$ cat src/rtl/tomasulo_pkg.sv
// tomasulo_pkg: shared widths, station tags and idle-bus value for the Tomasulo datapath
package tomasulo_pkg;
  localparam int DATA_W = 16;
  localparam int TAG_W  = 4;
  localparam logic [DATA_W-1:0] SEM_VALOR = 16'hFFF0;
  localparam logic [DATA_W-1:0] IDLE_DATA = SEM_VALOR;
  typedef enum logic [TAG_W-1:0] {
    FREE_REGISTER,
    RES_STATION_ADD1,
    RES_STATION_ADD2,
    RES_STATION_ADD3,
    RES_STATION_MUL1,
    RES_STATION_MUL2,
    RES_STATION_LOAD1,
    RES_STATION_LOAD2,
    RES_STATION_STORE1
  } station_tag_t;
endpackage

$ cat src/rtl/rr_pick.sv
// rr_pick: rotating priority encoder, first set req bit searching ptr, ptr+1, ... modulo N
//   req   - request vector
//   ptr   - index searched first
//   found - any request set
//   idx   - winning index (0 when none found)
module rr_pick #(
  parameter int N  = 4,
  parameter int PW = $clog2(N)
) (
  input  logic [N-1:0]  req,
  input  logic [PW-1:0] ptr,
  output logic          found,
  output logic [PW-1:0] idx
);
  always_comb begin
    int j;
    found = |req;
    idx = '0;
    j = 0;
    // descending so the nearest position to ptr is assigned last and wins
    for (int k = N - 1; k >= 0; k--) begin
      j = (int'(ptr) + k) % N;
      if (req[j[PW-1:0]]) idx = j[PW-1:0];
    end
  end
endmodule

$ cat src/rtl/cdb_rr_scheduler.sv
// cdb_rr_scheduler: round-robin CDB arbiter with aging override and registered one-cycle grant
//   clk, rst_n  - clock, asynchronous active-low reset
//   done        - per-unit result-ready flags
//   q_flat      - per-unit results, slice i at [i*DATA_W +: DATA_W]
//   hold        - suppress any new grant this cycle
//   grant       - one-hot registered grant pulse
//   cdb_valid   - broadcast valid this cycle
//   qi_cdb      - winning station tag (unit index + 1), 0 when idle
//   qi_cdb_data - winning result, IDLE_DATA when idle
module cdb_rr_scheduler
  import tomasulo_pkg::*;
#(
  parameter int N_UF     = 4,
  parameter int DATA_W   = tomasulo_pkg::DATA_W,
  parameter int TAG_W    = tomasulo_pkg::TAG_W,
  parameter int AGE_W    = 3,
  parameter int MAX_WAIT = 6,
  parameter logic [DATA_W-1:0] IDLE_DATA = DATA_W'(tomasulo_pkg::SEM_VALOR)
) (
  input  logic                     clk,
  input  logic                     rst_n,
  input  logic [N_UF-1:0]          done,
  input  logic [N_UF*DATA_W-1:0]   q_flat,
  input  logic                     hold,
  output logic [N_UF-1:0]          grant,
  output logic                     cdb_valid,
  output logic [TAG_W-1:0]         qi_cdb,
  output logic [DATA_W-1:0]        qi_cdb_data
);
  localparam int PW = $clog2(N_UF);
  logic [DATA_W-1:0] q [N_UF];
  logic [AGE_W-1:0] age [N_UF];
  logic [PW-1:0] ptr, rr_idx, aged_idx, win_idx;
  logic [N_UF-1:0] eligible, aged;
  logic rr_found, aged_found, win;
  for (genvar i = 0; i < N_UF; i++) begin : g_q
    assign q[i] = q_flat[i*DATA_W +: DATA_W];
  end
  // a unit granted last cycle is still dropping done, so it is masked out
  assign eligible = done & ~grant;
  always_comb begin
    aged = '0;
    for (int i = 0; i < N_UF; i++) aged[i] = eligible[i] && (age[i] >= AGE_W'(MAX_WAIT));
  end
  rr_pick #(.N(N_UF), .PW(PW)) u_rr_pick (
    .req(eligible), .ptr(ptr), .found(rr_found), .idx(rr_idx)
  );
  rr_pick #(.N(N_UF), .PW(PW)) u_aged_pick (
    .req(aged), .ptr('0), .found(aged_found), .idx(aged_idx)
  );
  assign win = ~hold & rr_found;
  assign win_idx = aged_found ? aged_idx : rr_idx;
  always_ff @(posedge clk or negedge rst_n) begin
    if (!rst_n) begin
      grant <= '0;
      cdb_valid <= 1'b0;
      qi_cdb <= FREE_REGISTER;
      qi_cdb_data <= IDLE_DATA;
      ptr <= '0;
      for (int i = 0; i < N_UF; i++) age[i] <= '0;
    end else begin
      grant <= win ? N_UF'(1) << win_idx : '0;
      cdb_valid <= win;
      qi_cdb <= win ? TAG_W'(win_idx) + 1'b1 : FREE_REGISTER;
      qi_cdb_data <= win ? q[win_idx] : IDLE_DATA;
      if (win) ptr <= (int'(win_idx) == N_UF - 1) ? '0 : win_idx + 1'b1;
      for (int i = 0; i < N_UF; i++)
        age[i] <= (!done[i] || (win && win_idx == PW'(i))) ? '0 :
                  (eligible[i] && age[i] != '1) ? age[i] + 1'b1 : age[i];
    end
  end
endmodule

$ cat config.mk
export PLATFORM = sky130hd
export DESIGN_NAME = cdb_rr_scheduler
export DESIGN_NICKNAME = d
export VERILOG_FILES = /design/src/rtl/tomasulo_pkg.sv /design/src/rtl/rr_pick.sv /design/src/rtl/cdb_rr_scheduler.sv
export SDC_FILE = /design/constraint.sdc
export NUM_CORES = 1
export LEC_CHECK = 0
export ABC_CLOCK_PERIOD_IN_PS = 5100
export CAP_MARGIN = 20
export CORE_MARGIN = 1
export CORE_UTILIZATION = 46
export DETAILED_ROUTE_END_ITERATION = 16
export PLACE_DENSITY = 0.87
export SETUP_SLACK_MARGIN = 0.05
export SLEW_MARGIN = 30
export SYNTH_ARGS = -nofsm -noshare
export SYNTH_HDL_FRONTEND = slang
export SYNTH_SLANG_ARGS = --single-unit
$ cat constraint.sdc
create_clock -name clk -period 5.1 [get_ports clk]
set_input_delay 1.275 -clock clk [delete_from_list [all_inputs] [get_ports clk]]
set_output_delay 1.275 -clock clk [all_outputs]
set_load 0.005 [all_outputs]
==> results.py, run 1 <==
metrics = {
    "clock_tree": {
        "cts_buffers": 5,
        "cts_buffer_depth": 2,
        "clockRootBuffer": "clkbuf_8",
        "cts-hold-fix-buffers": 0,
        "post_cts_resized": 0,
        "clock_sinks": 37,
        "clk_latency_ns": 0.29,
        "clk_pin_slew_worst_paths_ns": 0.08,
        "cts_tree": "done",
        "htree_levels": 2,
        "cts_setup_buffers": 0,
    },
    "drt": {
        "via_per_inst": 5.38,
        "drcViolationCount": 0,
        "ant_nets": 0,
        "wire_per_inst_um": 14.8,
        "drt_wl_total_mm": 5.03,
        "firstDrtPassIters": 6,
        "via_count": 1829,
        "drt_iter0_drc": 97,
    },
    "placement": {
        "dp_hpwl_mm": 3.99,
        "portBuffers": 94,
        "routabilityCongestion": 0.768,
    },
    "floorplanning": {
        "start_util_pct": 49.1,
        "die_area_um2": 5060,
        "ios": 96,
        "rows": 24,
        "die_w_um": 71.1,
        "dieHeight_um": 71.1,
        "core_region_area_um2": 4470,
    },
    "min_path": {
        "hold_class": "reg2reg",
    },
    "critical_path": {
        "path_max_fanout": 16,
        "worstPathRequired_ns": 5.27,
        "critPathLaunchType": "input pin",
        "cp.arrival_ns": 3.63,
        "slowest_delay_ns": 0.68,
        "crit_chain": "clkdlybuf4s50_1 -> or3b_1 -> a21oi_1 -> o211ai_1 -> o221ai_2 -> and2_1 -> a22oi_1",
        "path_class": "in2reg",
        "path_delay_family": "simple AND/OR/NAND/NOR gates",
        "cp-end-kind": "register",
        "slowest_stage": "and2_1",
        "cp_num_buf_inv": 1,
    },
    "timing": {
        "setup_viol": 0,
        "holdWs_ns": 0.573,
        "timing.setup.tns_ns": 0,
        "hold_violations": 0,
        "worst_pin_slew_ns": 0.879,
        "max_freq_mhz": 289,
        "worst_clock_skew_ns": 0.00600,
        "finalMaxSlewViolations": 0,
        "finalCriticalPeriod_ns": 3.46,
        "slew_headroom_pct": 41.3,
        "rsz0062_at_grt": "no",
        "period_share_pct": 67.9,
    },
    "grt": {
        "grt_pass1_wl_mm": 8.42,
        "grt_pass1_vias": 1820,
        "antenna_found_initial": 0,
        "grt_max_degree": 38,
        "grt-ovfl-total": 0,
        "track_usage_pct": 21.7,
    },
    "yosys": {
        "ys_types": 40,
        "synthFlopType": "dfrtp_1",
        "synth_enable_flop_cells": 0,
        "synthTopCellsByCount": "dfrtp_1 (25), mux2i_1 (24), ha_1 (14)",
        "netlist_area_um2": 2200,
        "synth-seq-area-share_pct": 42.8,
        "synth_top_area_share_pct": 28.5,
        "yosys_warnings": 0,
        "avgSynthCellArea_um2": 11.3,
        "synth.ff_latch_count": 37,
        "yosysTopAreaCell": "dfrtp_1",
        "async_flop_share_pct": 100,
        "syn-num-nets": 279,
        "syn_inst": 194,
        "yosys-top-cells-area": "dfrtp_1 (28%), dfstp_2 (14%), mux2i_1 (11%)",
        "yosysMostFrequentCell": "dfrtp_1",
    },
    "pwr": {
        "cellLeakagePower_uw": 0.00141,
        "switchingPower_uw": 505,
        "power.internal_uw": 931,
        "swShare_pct": 35.2,
        "powerDensity_nw_per_um2": 449,
        "p_clk_share_pct": 13.9,
        "p_comb_share_pct": 50.2,
        "vdd_drop_max_uv": 223,
        "power_frac_seq_pct": 36.0,
    },
    "layout": {
        "n_antenna_cell": 0,
        "nets": 372,
        "area.growth.synth_to_final_pct": 45.4,
        "drive_above_1_share_pct": 13.9,
        "fin_util_pct": 71.4,
    },
    "outcome": {
        "status": "finished, final reports clean",
    },
    "flow_run": {
        "cap_violations": 0,
    },
}
==> power groups by stage <==
stage                     registers, µW  clock network [µW]  logic [µW]
after floorplan                     512                   0         475
final                               517                 199         720
after detailed placement            522                   0         724
after CTS                           518                 207         728
after global placement              516                   0         704
after global routing                532                 219         794
==> final timing paths <==
kind / from / endpoint / slack (ns) / depth (start not counted)
setup / recovery: done[2] / qi_cdb_data[4] / 1.64 / 7
hold / removal: age[6] / age[6] / 0.57 / 2
setup reg to reg: age[3] / qi_cdb_data[13] / 2.58 / 9
hold reg to reg: age[6] / age[6] / 0.57 / 2
max in group asynchronous: rst_n / qi_cdb_data[3] / 3.51 / 1
min in group asynchronous: rst_n / age[4] / 1.07 / 1
==> cell type report <==
class	instances	area, µm²
Tap cell	52	65.1
Fill cell	321	1280
Sequential cell	37	941
Inverter	8	30.0
Timing Repair Buffer	95	943
Multi-Input combinational cell	140	1130
Clock buffer	5	68.8
Clock inverter	3	17.5
==> metrics by stage <==
| stage | instances | power, µW | area (µm²) | setup WS, ns |
|---|---|---|---|---|
| after floorplan | 194 | 987 | 2200 | 2.03 |
| after global placement | 332 | 1220 | 3110 | 1.41 |
| after detailed placement | 332 | 1250 | 3110 | 1.34 |
| after CTS | 340 | 1450 | 3200 | 1.64 |
| after global routing | 340 | 1550 | 3200 | 1.42 |
| final | 340 | 1440 | 3200 | 1.64 |
==> routing by layer <==
layer | wire length (µm) | global-route usage, % | vias to the layer above
met5 | 0 | 0 | -
met4 | 124 | 9.33 | 0
met3 | 372 | 6.98 | 14
met2 | 2540 | 36.8 | 82
met1 | 1990 | 25.3 | 857
li1 | - | - | 876
==> worst register-to-register path: cells and delay by family (launching register included) <==
family	cells	cell delay [ns]
compound gates	5	1.06
fa+ha+maj	1	0.18
buf+inv	2	0.48
flops	1	0.39
mux	1	0.31
==> cells in the final DEF (no fill, tap or decap), types with 2 or more instances in the layout <==
master	instances
clkdlybuf4s50_1	93
dfrtp_1	25
mux2i_1	24
ha_1	14
o21ai_0	12
dfstp_2	12
nor2_1	10
a21oi_1	10
a22oi_2	9
inv_1	8
nand2_1	7
and2_1	7
nand2b_1	5
clkbuf_8	5
nor2b_1	4
nand3_1	4
mux2_2	4
xnor2_1	4
a22o_1	3
a22oi_1	3
o211ai_1	2
mux2_1	2
clkinv_2	2
==> state kept, by name (all words and copies together) (netlist names) <==
register     cells
qi_cdb           2
grant            4
ptr              2
cdb_valid        1
age             12
qi_cdb_data     16
==> cells by family (layout without fill, tap and decap cells) <==
| family | Yosys count | count (layout) | share of synthesized area (%) |
|---|---|---|---|
| compound gates | 47 | 47 | 16.3 |
| xor+xnor | 4 | 4 | 1.59 |
| fa+ha+maj | 14 | 14 | 7.97 |
| buf+inv | 17 | 111 | 5.86 |
| flops | 37 | 37 | 42.8 |
| mux | 31 | 31 | 15.0 |
| other cells | 1 | 1 | 0.171 |
| simple gates | 43 | 43 | 10.2 |
Power figures use the tool's default switching activity.
==> run 2: changes to the inputs <==
--- a/config.mk
+++ b/config.mk
@@ -5,12 +5,12 @@
 export SDC_FILE = /design/constraint.sdc
 export NUM_CORES = 1
 export LEC_CHECK = 0
-export ABC_CLOCK_PERIOD_IN_PS = 5100
+export ABC_CLOCK_PERIOD_IN_PS = 3550
 export CAP_MARGIN = 20
 export CORE_MARGIN = 1
-export CORE_UTILIZATION = 46
+export CORE_UTILIZATION = 42
 export DETAILED_ROUTE_END_ITERATION = 16
-export PLACE_DENSITY = 0.87
+export PLACE_DENSITY = 0.8
 export SETUP_SLACK_MARGIN = 0.05
 export SLEW_MARGIN = 30
 export SYNTH_ARGS = -nofsm -noshare
==> constraint.sdc (replaced) <==
create_clock -name clk -period 3.55 [get_ports clk]
set_input_delay 0.8875 -clock clk [delete_from_list [all_inputs] [get_ports clk]]
set_output_delay 0.8875 -clock clk [all_outputs]
set_load 0.005 [all_outputs]
==> run 2 against run 1 <==
- non-clock buffer count rose by 4
- wire length fell by 2.6%
- register-to-register slack got worse by 1.5 ns
- clock skew barely moved
- sequential power grew 42%
- hold slack got worse by 0.017 ns
- critical endpoint is now qi_cdb_data[0]
==> results.py, run 2 (synthesis results as in run 1) <==
metrics = {
    "critical_path": {
        "path_max_fanout": 16,
        "path_class": "in2reg",
        "critPathLaunchType": "input pin",
        "rr_worst_depth": 9,
        "worstPathRequired_ns": 3.77,
        "setup.worst_path.start": "done[2]",
        "r2r_start": "age[3]",
        "rr_endpoint": "qi_cdb_data[3]",
        "r2r_setup_slack_ns": 1.06,
        "cp-end-kind": "register",
        "cp.arrival_ns": 3.31,
    },
    "drt": {
        "drt_iter0_drc": 133,
        "via_count": 1811,
        "firstDrtPassIters": 4,
        "via_per_inst": 5.04,
        "drcViolationCount": 0,
        "drt_wl_total_mm": 4.90,
        "ant_nets": 0,
        "wire_per_inst_um": 13.6,
    },
    "min_path": {
        "holdCritStartpoint": "age[9]",
        "hold_class": "reg2reg",
        "whs_path_depth": 2,
        "hold_end": "age[9]",
    },
    "clock_tree": {
        "clock_sinks": 37,
        "cts_buffer_depth": 2,
        "clk_pin_slew_worst_paths_ns": 0.08,
        "clk_latency_ns": 0.29,
        "cts_buffers": 5,
        "clockRootBuffer": "clkbuf_8",
        "post_cts_resized": 0,
        "htree_levels": 2,
        "cts_setup_buffers": 0,
        "cts-hold-fix-buffers": 0,
        "cts_tree": "done",
    },
    "floorplanning": {
        "die_w_um": 74.3,
        "dieHeight_um": 74.3,
        "rows": 25,
        "start_util_pct": 45.1,
        "core_region_area_um2": 4880,
        "ios": 96,
        "die_area_um2": 5530,
    },
    "layout": {
        "largest_register_ffs": 16,
        "final_common_cell": "clkdlybuf4s50_1",
        "reg.largest.list": "qi_cdb_data x16, age x12, grant x4",
        "area.growth.synth_to_final_pct": 49.1,
        "n_antenna_cell": 0,
        "n_fill_cell": 407,
        "mostFrequentLayoutCells": "clkdlybuf4s50_1 (93), dfrtp_1 (25), mux2i_1 (24)",
        "drive_above_1_share_pct": 15.1,
        "regMostFlops": "qi_cdb_data",
        "nets": 376,
    },
    "pwr": {
        "vdd_drop_max_uv": 373,
        "powerDensity_nw_per_um2": 658,
        "cellLeakagePower_uw": 0.00144,
    },
    "timing": {
        "finalCriticalPeriod_ns": 3.09,
        "hold_violations": 0,
        "worst_clock_skew_ns": 0.00572,
        "holdWs_ns": 0.556,
        "slew_headroom_pct": 47.4,
        "timing.setup.tns_ns": 0,
        "rsz0062_at_grt": "no",
        "setup_viol": 0,
        "finalMaxSlewViolations": 0,
        "period_share_pct": 86.9,
        "max_freq_mhz": 324,
        "worst_pin_slew_ns": 0.788,
    },
    "placement": {
        "portBuffers": 94,
        "dp_hpwl_mm": 3.94,
        "routabilityCongestion": 0.791,
    },
    "grt": {
        "antenna_found_initial": 0,
        "grt_pass1_wl_mm": 8.07,
        "track_usage_pct": 19.5,
        "grt_pass1_vias": 1888,
        "grt-ovfl-total": 0,
        "grt_max_degree": 38,
    },
    "flow_run": {
        "cap_violations": 0,
    },
    "outcome": {
        "status": "finished, final reports clean",
    },
}
-- run 2: worst max path at each step --
| stage | cells after the start | slack [ns] | to |
|---|---|---|---|
| after CTS | 7 | 0.45 | qi_cdb_data[0] |
| after global routing | 7 | 0.31 | qi_cdb_data[15] |
| after detailed placement | 7 | 0.16 | qi_cdb_data[0] |
| after global placement | 7 | 0.23 | qi_cdb_data[0] |
| after floorplan | 12 | 0.87 | age[4] |
| final | 7 | 0.46 | qi_cdb_data[0] |
-- run 2: power breakdown --
part           internal [µW]  switching [µW]  total [µW]
combinational            592             454        1050
clock                    228             148         376
sequential               628             108         736
-- run 2: worst max-delay path, cell delays in order --
cell,delay [ns]
clkdlybuf4s50_1,0.52
or3b_1,0.37
a21oi_1,0.15
o211ai_1,0.10
o221ai_2,0.33
and2_1,0.68
a22o_1,0.26
-- run 2: through the flow --
step,setup slack [ns],cells,instance area [µm²],utilization [%],power (µW)
final,0.464,359,3280,67.2,2160
after global routing,0.307,359,3280,67.2,2320
after CTS,0.446,359,3280,67.2,2190
after detailed placement,0.159,351,3160,64.7,1800
after global placement,0.228,351,3160,64.7,1780
after floorplan,0.866,194,2200,-,1420
-- run 2: final cells by class --
class | count | area, µm² | area share, %
multi-input combinational | 140 | 1130 | 34.5
timing repair buffer | 99 | 973 | 29.7
sequential | 37 | 941 | 28.7
tap | 67 | 83.8 | 2.56
clock buffer | 6 | 82.6 | 2.52
clock inverter | 2 | 37.5 | 1.15
inverter | 8 | 30.0 | 0.916
-- run 2: layer usage --
metal | routed length [µm] | up-vias | GRT usage (%)
met3 | 306 | 5 | 4.88
met4 | 59 | 0 | 7.34
met5 | 0 | - | 0
li1 | - | 885 | -
met1 | 2040 | 854 | 23.6
met2 | 2490 | 67 | 33.5
